`config.mk`:
```
export PLATFORM = sky130hd
export DESIGN_NAME = bin_to_bcd_seg
export DESIGN_NICKNAME = d
export VERILOG_FILES = /design/src/rtl/bcd_seg_pkg.sv /design/src/rtl/seg7_encode.sv /design/src/rtl/bin_to_bcd_seg.sv
export SDC_FILE = /design/constraint.sdc
export NUM_CORES = 1
export LEC_CHECK = 0
export BUFFER_PORTS_ARGS = -buffer_cell sky130_fd_sc_hd__buf_4
export CORE_MARGIN = 2
export CORE_UTILIZATION = 58
export DETAILED_ROUTE_END_ITERATION = 10
export GPL_ROUTABILITY_DRIVEN = 1
export PLACE_DENSITY = 0.81
export SLEW_MARGIN = 20
export SYNTH_ARGS = -nofsm -noshare
export SYNTH_HDL_FRONTEND = slang
export SYNTH_HIERARCHICAL = 1
export SYNTH_SLANG_ARGS = --single-unit
```
`constraint.sdc`:
```
create_clock -name clk -period 2.9 [get_ports clk]
set_input_delay 0.58 -clock clk [delete_from_list [all_inputs] [get_ports clk]]
set_output_delay 0.58 -clock clk [all_outputs]
set_load 0.03 [all_outputs]
```
`src/rtl/bcd_seg_pkg.sv`:
```
// Shared types and constants for the binary-to-BCD 7-segment converter.
// Holds the FSM state type, segment codes and elaboration-time helpers.
package bcd_seg_pkg;

    typedef enum logic [1:0] {
        IDLE = 2'd0,
        CONV = 2'd1,
        DONE = 2'd2
    } state_t;

    // Segment order {a,b,c,d,e,f,g}, a in the MSB, active-high.
    localparam logic [6:0] SEG_0     = 7'b1111110;
    localparam logic [6:0] SEG_1     = 7'b0110000;
    localparam logic [6:0] SEG_2     = 7'b1101101;
    localparam logic [6:0] SEG_3     = 7'b1111001;
    localparam logic [6:0] SEG_4     = 7'b0110011;
    localparam logic [6:0] SEG_5     = 7'b1011011;
    localparam logic [6:0] SEG_6     = 7'b1011111;
    localparam logic [6:0] SEG_7     = 7'b1110000;
    localparam logic [6:0] SEG_8     = 7'b1111111;
    localparam logic [6:0] SEG_9     = 7'b1111011;
    localparam logic [6:0] SEG_BLANK = 7'b0000000;

    function automatic int clog2(input int value);
        int result;
        int remaining;
        result    = 0;
        remaining = value - 1;
        while (remaining > 0) begin
            result++;
            remaining = remaining >> 1;
        end
        return result;
    endfunction

    // True when the largest representable input fits in the given digit count.
    function automatic bit bcd_fits(input int width, input int digits, input bit onehot);
        logic [63:0] max_val;
        int          needed;
        max_val = onehot ? 64'(width - 1) : ((64'd1 << width) - 64'd1);
        needed  = 1;
        while (max_val >= 64'd10) begin
            needed++;
            max_val = max_val / 64'd10;
        end
        return needed <= digits;
    endfunction

endpackage

```
`src/rtl/seg7_encode.sv`:
```
// Combinational BCD digit to 7-segment pattern; non-decimal codes go dark.
module seg7_encode
    import bcd_seg_pkg::*;
(
    input  logic [3:0] bcd,
    output logic [6:0] seg
);

    always_comb begin
        seg = SEG_BLANK;
        case (bcd)
            4'd0:    seg = SEG_0;
            4'd1:    seg = SEG_1;
            4'd2:    seg = SEG_2;
            4'd3:    seg = SEG_3;
            4'd4:    seg = SEG_4;
            4'd5:    seg = SEG_5;
            4'd6:    seg = SEG_6;
            4'd7:    seg = SEG_7;
            4'd8:    seg = SEG_8;
            4'd9:    seg = SEG_9;
            default: seg = SEG_BLANK;
        endcase
    end

endmodule

```
`src/rtl/bin_to_bcd_seg.sv`:
```
// Iterative shift-add-3 binary-to-BCD converter with per-digit 7-segment
// encoding, optional one-hot input, leading-zero blanking and valid/ready on both sides.
module bin_to_bcd_seg
    import bcd_seg_pkg::*;
#(
    parameter int WIDTH    = 16,
    parameter int DIGITS   = 5,
    parameter int ONEHOT   = 0,
    parameter int BLANK_LZ = 1
) (
    input  logic                  clk,
    input  logic                  rst,
    input  logic                  in_valid,
    output logic                  in_ready,
    input  logic [WIDTH-1:0]      in_data,
    output logic                  out_valid,
    input  logic                  out_ready,
    output logic [4*DIGITS-1:0]   out_bcd,
    output logic [7*DIGITS-1:0]   out_seg,
    output logic                  out_err
);

    localparam int BCD_W = 4 * DIGITS;
    localparam int SEG_W = 7 * DIGITS;
    localparam int SR_W  = BCD_W + WIDTH;
    localparam int CNT_W = clog2(WIDTH + 1);

    if (!bcd_fits(WIDTH, DIGITS, ONEHOT != 0)) begin : g_bad_params
        $error("bin_to_bcd_seg: DIGITS=%0d too small for WIDTH=%0d", DIGITS, WIDTH);
    end

    state_t             state_q, state_d;
    logic [CNT_W-1:0]   step_q, step_d;
    logic [SR_W-1:0]    sr_q, sr_d;
    logic               err_q, err_d;
    logic [BCD_W-1:0]   out_bcd_q, out_bcd_d;
    logic [SEG_W-1:0]   out_seg_q, out_seg_d;
    logic               out_err_q, out_err_d;

    logic               accept;
    logic               last_step;
    logic [WIDTH-1:0]   oh_index;
    int                 oh_count;
    logic [WIDTH-1:0]   load_value;
    logic               load_err;
    logic [SR_W-1:0]    sr_adj;
    logic [SR_W-1:0]    sr_shift;
    logic [BCD_W-1:0]   result_bcd;
    logic [SEG_W-1:0]   raw_seg;
    logic [SEG_W-1:0]   result_seg;
    logic [DIGITS-1:0]  lit;
    logic               seen;

    always_ff @(posedge clk) begin
        if (rst) begin
            state_q   <= IDLE;
            step_q    <= '0;
            sr_q      <= '0;
            err_q     <= 1'b0;
            out_bcd_q <= '0;
            out_seg_q <= '0;
            out_err_q <= 1'b0;
        end else begin
            state_q   <= state_d;
            step_q    <= step_d;
            sr_q      <= sr_d;
            err_q     <= err_d;
            out_bcd_q <= out_bcd_d;
            out_seg_q <= out_seg_d;
            out_err_q <= out_err_d;
        end
    end

    assign accept    = in_valid && in_ready;
    assign last_step = (state_q == CONV) && (step_q == CNT_W'(WIDTH - 1));

    always_comb begin
        state_d = state_q;
        case (state_q)
            IDLE:    if (accept)    state_d = CONV;
            CONV:    if (last_step) state_d = DONE;
            DONE:    if (out_ready) state_d = IDLE;
            default: state_d = IDLE;
        endcase
    end

    always_comb begin
        in_ready  = (state_q == IDLE);
        out_valid = (state_q == DONE);
    end

    // One-hot mode converts the position of the single set bit; anything else is an error.
    always_comb begin
        oh_index = '0;
        oh_count = 0;
        for (int i = 0; i < WIDTH; i++) begin
            if (in_data[i]) begin
                oh_index = WIDTH'(i);
                oh_count = oh_count + 1;
            end
        end
        if (ONEHOT != 0) begin
            load_err   = (oh_count != 1);
            load_value = load_err ? '0 : oh_index;
        end else begin
            load_err   = 1'b0;
            load_value = in_data;
        end
    end

    always_comb begin
        sr_adj = sr_q;
        for (int k = 0; k < DIGITS; k++) begin
            if (sr_q[WIDTH + 4*k +: 4] >= 4'd5) begin
                sr_adj[WIDTH + 4*k +: 4] = sr_q[WIDTH + 4*k +: 4] + 4'd3;
            end
        end
        sr_shift = sr_adj << 1;
    end

    assign result_bcd = err_q ? '0 : sr_shift[SR_W-1 -: BCD_W];

    for (genvar g = 0; g < DIGITS; g++) begin : g_digit
        seg7_encode u_seg7 (
            .bcd (result_bcd[4*g +: 4]),
            .seg (raw_seg[7*g +: 7])
        );
    end

    // Walk from the top digit down; a digit stays lit once any nonzero digit has been seen.
    always_comb begin
        seen       = 1'b0;
        lit        = '0;
        result_seg = '0;
        for (int k = DIGITS - 1; k >= 0; k--) begin
            seen   = seen || (result_bcd[4*k +: 4] != 4'd0);
            lit[k] = (BLANK_LZ == 0) || seen || (k == 0);
        end
        for (int k = 0; k < DIGITS; k++) begin
            result_seg[7*k +: 7] = lit[k] ? raw_seg[7*k +: 7] : SEG_BLANK;
        end
        if (err_q) begin
            result_seg = '0;
        end
    end

    always_comb begin
        step_d    = step_q;
        sr_d      = sr_q;
        err_d     = err_q;
        out_bcd_d = out_bcd_q;
        out_seg_d = out_seg_q;
        out_err_d = out_err_q;
        case (state_q)
            IDLE: begin
                if (accept) begin
                    sr_d   = {{BCD_W{1'b0}}, load_value};
                    step_d = '0;
                    err_d  = load_err;
                end
            end
            CONV: begin
                sr_d   = sr_shift;
                step_d = step_q + CNT_W'(1);
                if (last_step) begin
                    out_bcd_d = result_bcd;
                    out_seg_d = result_seg;
                    out_err_d = err_q;
                end
            end
            default: begin
            end
        endcase
    end

    assign out_bcd = out_bcd_q;
    assign out_seg = out_seg_q;
    assign out_err = out_err_q;

endmodule

```
# After elaboration in Yosys (flattened, before gate mapping)
# Memory sizes are Yosys's and may differ from the RTL's. A register that Yosys moved wholly into a read port is not among the register bits.
# Cells that the tools add are included.
[totals]
reg_bits = 98
mem_bits_ro = 560
elab_cells = 58
n_memories = 5
[memory_table]
columns = ["memory", "depth", "width", "read_ports", "rd_clocked_by_memory_dff", "write_ports", "line_no", "text"]
rows = [
  ["(name not given)", 16, 7, 1, 1, 0, "seg7_encode.sv:11", "case (bcd)"],
  ["(name not given)", 16, 7, 1, 0, 0, "seg7_encode.sv:11", ""],
  ["(name not given)", 16, 7, 1, 0, 0, "seg7_encode.sv:11", ""],
  ["(name not given)", 16, 7, 1, 0, 0, "seg7_encode.sv:11", ""],
  ["(name not given)", 16, 7, 1, 0, 0, "seg7_encode.sv:11", ""],
]
[op_classes]
addsub = 6
order_cmp = 5
eq_ne = 6
muxes = 17
reduce_logical = 14
[op_table]
columns = ["cell", "n"]
rows = [
  ["36-bit case mux with 2 select lines", 1],
  ["36-bit 2-to-1 mux", 1],
  ["7-bit 2-to-1 mux", 4],
  ["4-bit by 3-bit >= comparator with 1-bit output, second input constant", 5],
  ["4-bit by 2-bit adder with 4-bit output, second input constant", 4],
  ["4-bit 2-to-1 mux", 4],
  ["4-bit nonzero test", 4],
  ["5-bit case mux with 2 select lines", 1],
  ["2-bit 2-to-1 mux", 3],
  ["2-bit case mux with 3 select lines", 1],
  ["5-bit by 1-bit adder with 5-bit output, second input constant", 1],
  ["5-bit by 4-bit equality test with 1-bit output, second input constant", 1],
  ["5-bit 2-to-1 mux", 1],
  ["2-bit by 1-bit inequality test with 1-bit output, second input constant", 2],
  ["2-bit AND reduction", 2],
  ["3-bit by 2-bit adder with 3-bit output, second input constant", 1],
  ["1-bit logical OR", 3],
  ["3-bit 2-to-1 mux", 1],
  ["3-bit AND reduction", 1],
  ["2-bit by 1-bit equality test with 1-bit output, second input constant", 1],
  ["2-bit equality test, second input constant", 1],
  ["1-bit logical AND", 2],
  ["2-bit zero test", 1],
  ["2-bit inequality test, second input constant", 1],
  ["2-bit nonzero test", 1],
]

# Longest topological paths before layout
[depth]
depth_word = 7
depth_mapped = 12
ltp_nobuf = 12

# Modules after synthesis
# The synthesis kept the hierarchy.
[by_module_without_submodules]
columns = ["module", "n_inst", "cells_per_inst", "area_per_inst_um2"]
rows = [
  ["bin_to_bcd_seg", 1, 528, 4220.3],
  ["seg7_encode (g_digit[1].u_seg7 ...)", 4, 28, 219.0],
  ["seg7_encode (g_digit[0].u_seg7)", 1, 28, 220.2],
]

# Worst setup path before layout
# Ideal clock, no wire load.
[synth_timing]
kind = "register to register"
startpoint = "reg sr_q[29]"
endpoint = "reg out_seg_q[10], in the netlist out_seg[10]"
arrival_time_ns = 2.396
t_required_ns = 2.783
setup_slack_ns = 0.387
stages_incl_launch_ff = 10
cell_sequence = "dfxtp_1 > inv_1 > ha_1 > nand2b_1 > a21oi_1 > mux2i_1 > nand4_2 > or4b_1 > buf_2 > a32o_1"
[synth_between]
elab_chain_cells = 7
[synth_rtl]
columns = ["element", "line_no", "text"]
rows = [
  ["start: declaration", "bin_to_bcd_seg.sv:34", "logic [SR_W-1:0] sr_q, sr_d;"],
  ["start signal: assignment", "bin_to_bcd_seg.sv:66", "sr_q <= sr_d;"],
  ["4-bit by 2-bit adder with 4-bit output or 4-bit by 3-bit >= comparator with 1-bit output (tied branches)", "bin_to_bcd_seg.sv:115, bin_to_bcd_seg.sv:114", ""],
  ["4-bit 2-to-1 mux *", "bin_to_bcd_seg.sv:114", "if (sr_q[WIDTH + 4*k +: 4] >= 4'd5) begin"],
  ["4-bit nonzero test", "bin_to_bcd_seg.sv:136", "seen = seen || (result_bcd[4*k +: 4] != 4'd0);"],
  ["1-bit logical OR * (3 in series)", "bin_to_bcd_seg.sv:136", ""],
  ["7-bit 2-to-1 mux *", "bin_to_bcd_seg.sv:140", "result_seg[7*k +: 7] = lit[k] ? raw_seg[7*k +: 7] : SEG_BLANK;"],
  ["end signal: assignment", "bin_to_bcd_seg.sv:69", "out_seg_q <= out_seg_d;"],
  ["end: declaration", "bin_to_bcd_seg.sv:37", "logic [SEG_W-1:0] out_seg_q, out_seg_d;"],
]
# Mark *: on every way between the ends. The rest lies on a longest branch, timed or not.
# A chain may end at the register's enable or synchronous reset.

# Final worst setup path
[layout_timing]
startpoint = "reg sr_q[29]"
endpoint = "reg out_seg_q[7], in the netlist out_seg[7]"
# The elaborated chain is that of the path after synthesis.

==> impl_results.md <==
- Routed vias: 4678
- Vias in the first global route: 4333
- Input/output buffers: 76
- Period utilisation layout: 92.12%
- Final #Nets: 791
- Reg-to-reg startpoint: sr_q[29]
- Pre-CTS setup slack: 0.2347 ns
- Core Area: 8806 µm²
- Netlist cell types: 40
- Worst hold start: out_seg[21]
- Power Density: 389.9 nW/µm²
- Wire per inst: 13.91 µm
- Post-CTS Hold Buffers: 0
- R2R Setup Slk: 0.23 ns
- Slew headroom: 36.60%
- Post-synth EDFFs: 0
- Synth area leader: dfxtp_1
- Synth Register Bits: 98
- Post-DP Area: 5923 µm²
- HPWL Detailed: 8005 µm
- Sequential Area: 1962 µm²
- CTS clk-pin slew, worst paths: 0.09 ns
- Clock root cell: clkbuf_8
- Actual slew at the worst max-slew pin: 0.9475 ns
- CTS Buf Count: 9
- Synthesized instance count: 668
- VDD IR max: 0.0002575 V
- Status: finished clean
- Area Overhead vs Synth: 14.97%
- Top FF cell, synth: dfxtp_1
- Sequential element share of the synthesized area: 36.90%
- Setup_tns: 0 ns
- DRT met1 WL: 5286 µm
- Sink Count: 98
- DRT Wirelength: 11710 µm
- Clock Skews: 0.01011 ns
- Die Height: 99.74 µm
- Total grt overflow: 0
- Diode count: 0
- Row cnt: 34
- HP Class: reg2reg
- Top-count cell post-synth: nor2_1
- Worst EP required: 3.16 ns
- Critical path launch point type: flip-flop
- Top Metal Used: met4
- Synth warn: 6
- Final setup violation count: 0
- CTS-repair resized insts: 0
- Tot Pwr: 0.002383 W
- RSZ-0062 raised after global routing: true
- Starting DRT DRC Count: 172
- Global Route Usage Sum: 23.92%
- Max Buffers Root-to-Sink: 2
- Post-DR vias/cell: 5.556
- Iteration count of the initial detailed-routing pass: 4
- Synth cell count leaders: 107 x nor2_1, 98 x dfxtp_1, 67 x nand2_1
- Ranking of synthesized cells by area: dfxtp_1 37%, ha_1 9.9%, nor2_1 7.6%, a21oi_1 6.2%, nand2_1 4.7%
- First-pass GRT wire length: 19670 µm
- Avg Cell Area, Syn: 7.959 µm²
- Post-CTS setup repair buffer count: 0
- FMAX: 374.3 MHz
- Hold Slack: 0.4578 ns
- Post-synthesis net count: 730
- Share of cells above drive strength 1: 17.85%
- CTS tree: done
- Clock Latency Late Sink: 0.37 ns
- RD Place Congestion: 0.8856
- Post-synthesis async set-or-reset flop share: 0%
- CP endpoint kind: flip-flop
- Die footprint: 9948 µm²
- Met2 WL: 5631 µm
- Setup CP Type: reg2reg
- DRC: 0
- Initial core utilization: 60.37%
- Hold worst-path end: out_seg[21]
- Worst reg2reg endpoint: out_seg[7]
- Fin crit period: 2.671 ns
- Pin count of the biggest net entering global routing: 65
- Fin. max-slew vios: 0
- Area taken by multi-input logic gates: 2970 µm²
- PnR worst setup slack: 0.2286 ns
- Pleak: 2.604 nW
- Synthesized area: 5316 µm²
- Worst R2R Path Depth: 8
- Initial antenna violation count: 0
- Crit-path max FO: 7
- Met3 wire length: 629 µm
- Worst setup path startpoint: sr_q[29]
- Post-synth top area share: 36.90%
- I/O pin cnt: 78
- Hold Fails Final Rpt: 0
- Max_cap viols: 0
- Antenna viol nets, final: 0
- Fillcell total: 743
- Die width: 99.74 µm
- H-tree depth: 3
- Final Cell Area: 6112 µm²
- Critical path arrival: 2.93 ns
- Hold path cells: 2
[cell families (layout without fill, tap and decap cells)]
family | after synthesis | in the layout | synth area share, %
AO/OA/AOI/OAI | 163 | 163 | 19.49
XOR/XNOR | 10 | 10 | 1.647
multiplexers | 14 | 14 | 2.636
other | 1 | 1 | 0.07054
flip-flops | 98 | 98 | 36.90
AND/OR/NAND/NOR | 255 | 255 | 21.86
buffers and inverters | 85 | 151 | 7.508
adder cells (fa/ha/maj) | 42 | 42 | 9.885
[power breakdown]
| group | internal, W | total (W) | switching [W] |
|---|---|---|---|
| Sequential | 0.00137 | 0.00138 | 0.0000153 |
| Clock | 0.000339 | 0.000821 | 0.000483 |
| Combinational | 0.0000698 | 0.000178 | 0.000109 |
| Total | 0.00178 | 0.00238 | 0.000607 |
[final cells by class]
| cell class | instances | share of cell area (%) |
|---|---|---|
| clock buffers | 11 | 2.313 |
| multi-input cells | 485 | 48.60 |
| clock inverters | 5 | 0.6551 |
| inverters | 40 | 2.457 |
| well taps | 108 | 2.211 |
| flip-flops and latches | 98 | 32.10 |
| repair buffers | 95 | 11.67 |
[routing by layer]
metal  track usage [%]  vias up
met3             4.779       14
met5                 0        -
li1                  -     2372
met1             30.84     2189
met2             40.44      103
met4             7.482        0
[registers in the layout, indices dropped and copies added, names as in the netlist]
name     count
sr_q        36
out_seg     35
out_bcd     20
step_q       5
state_q      2
[cell usage in the layout (no fill, tap or decap), types with 2 or more instances in the layout]
cell type	instances
nor2_1	106
dfxtp_1	98
buf_4	95
nand2_1	67
a21oi_1	66
ha_1	42
inv_1	36
o22ai_1	25
nor3_1	24
a22oi_1	22
nor2b_1	17
nand3_1	16
mux2i_1	14
o21ai_0	11
nand2b_1	11
clkbuf_8	10
xnor2_1	9
a22o_1	7
a32o_1	7
o21a_1	5
nand2b_4	5
a21o_2	5
nor3b_1	4
a211oi_1	4
inv_2	4
a21o_1	3
clkinvlp_4	3
o21ai_2	2
o21ai_1	2
clkinv_4	2
[critical path: stages (launching register included)]
cell      delay, ns
dfxtp_1        0.39
inv_1          0.10
ha_1           0.19
nand2b_1       0.15
a21oi_1        0.32
mux2i_1        0.28
nand4_2        0.12
or4b_1         0.70
a32o_1         0.32
[worst max-delay path by stage]
stage	end	cells after the start
after floorplan	out_seg[10]	9
after global placement	out_seg[9]	8
after detailed placement	out_seg[13]	8
after CTS	out_seg[7]	8
after global routing	out_seg[31]	12
final	out_seg[7]	8
[stage by stage]
step | instances | utilization, %
2_1_floorplan | 668 | -
3_3_place_gp | 826 | 67.26
3_5_place_dp | 826 | 67.26
4_1_cts | 842 | 69.32
5_1_grt | 842 | 69.41
6_report | 842 | 69.41
Power figures use the tool's default switching activity.
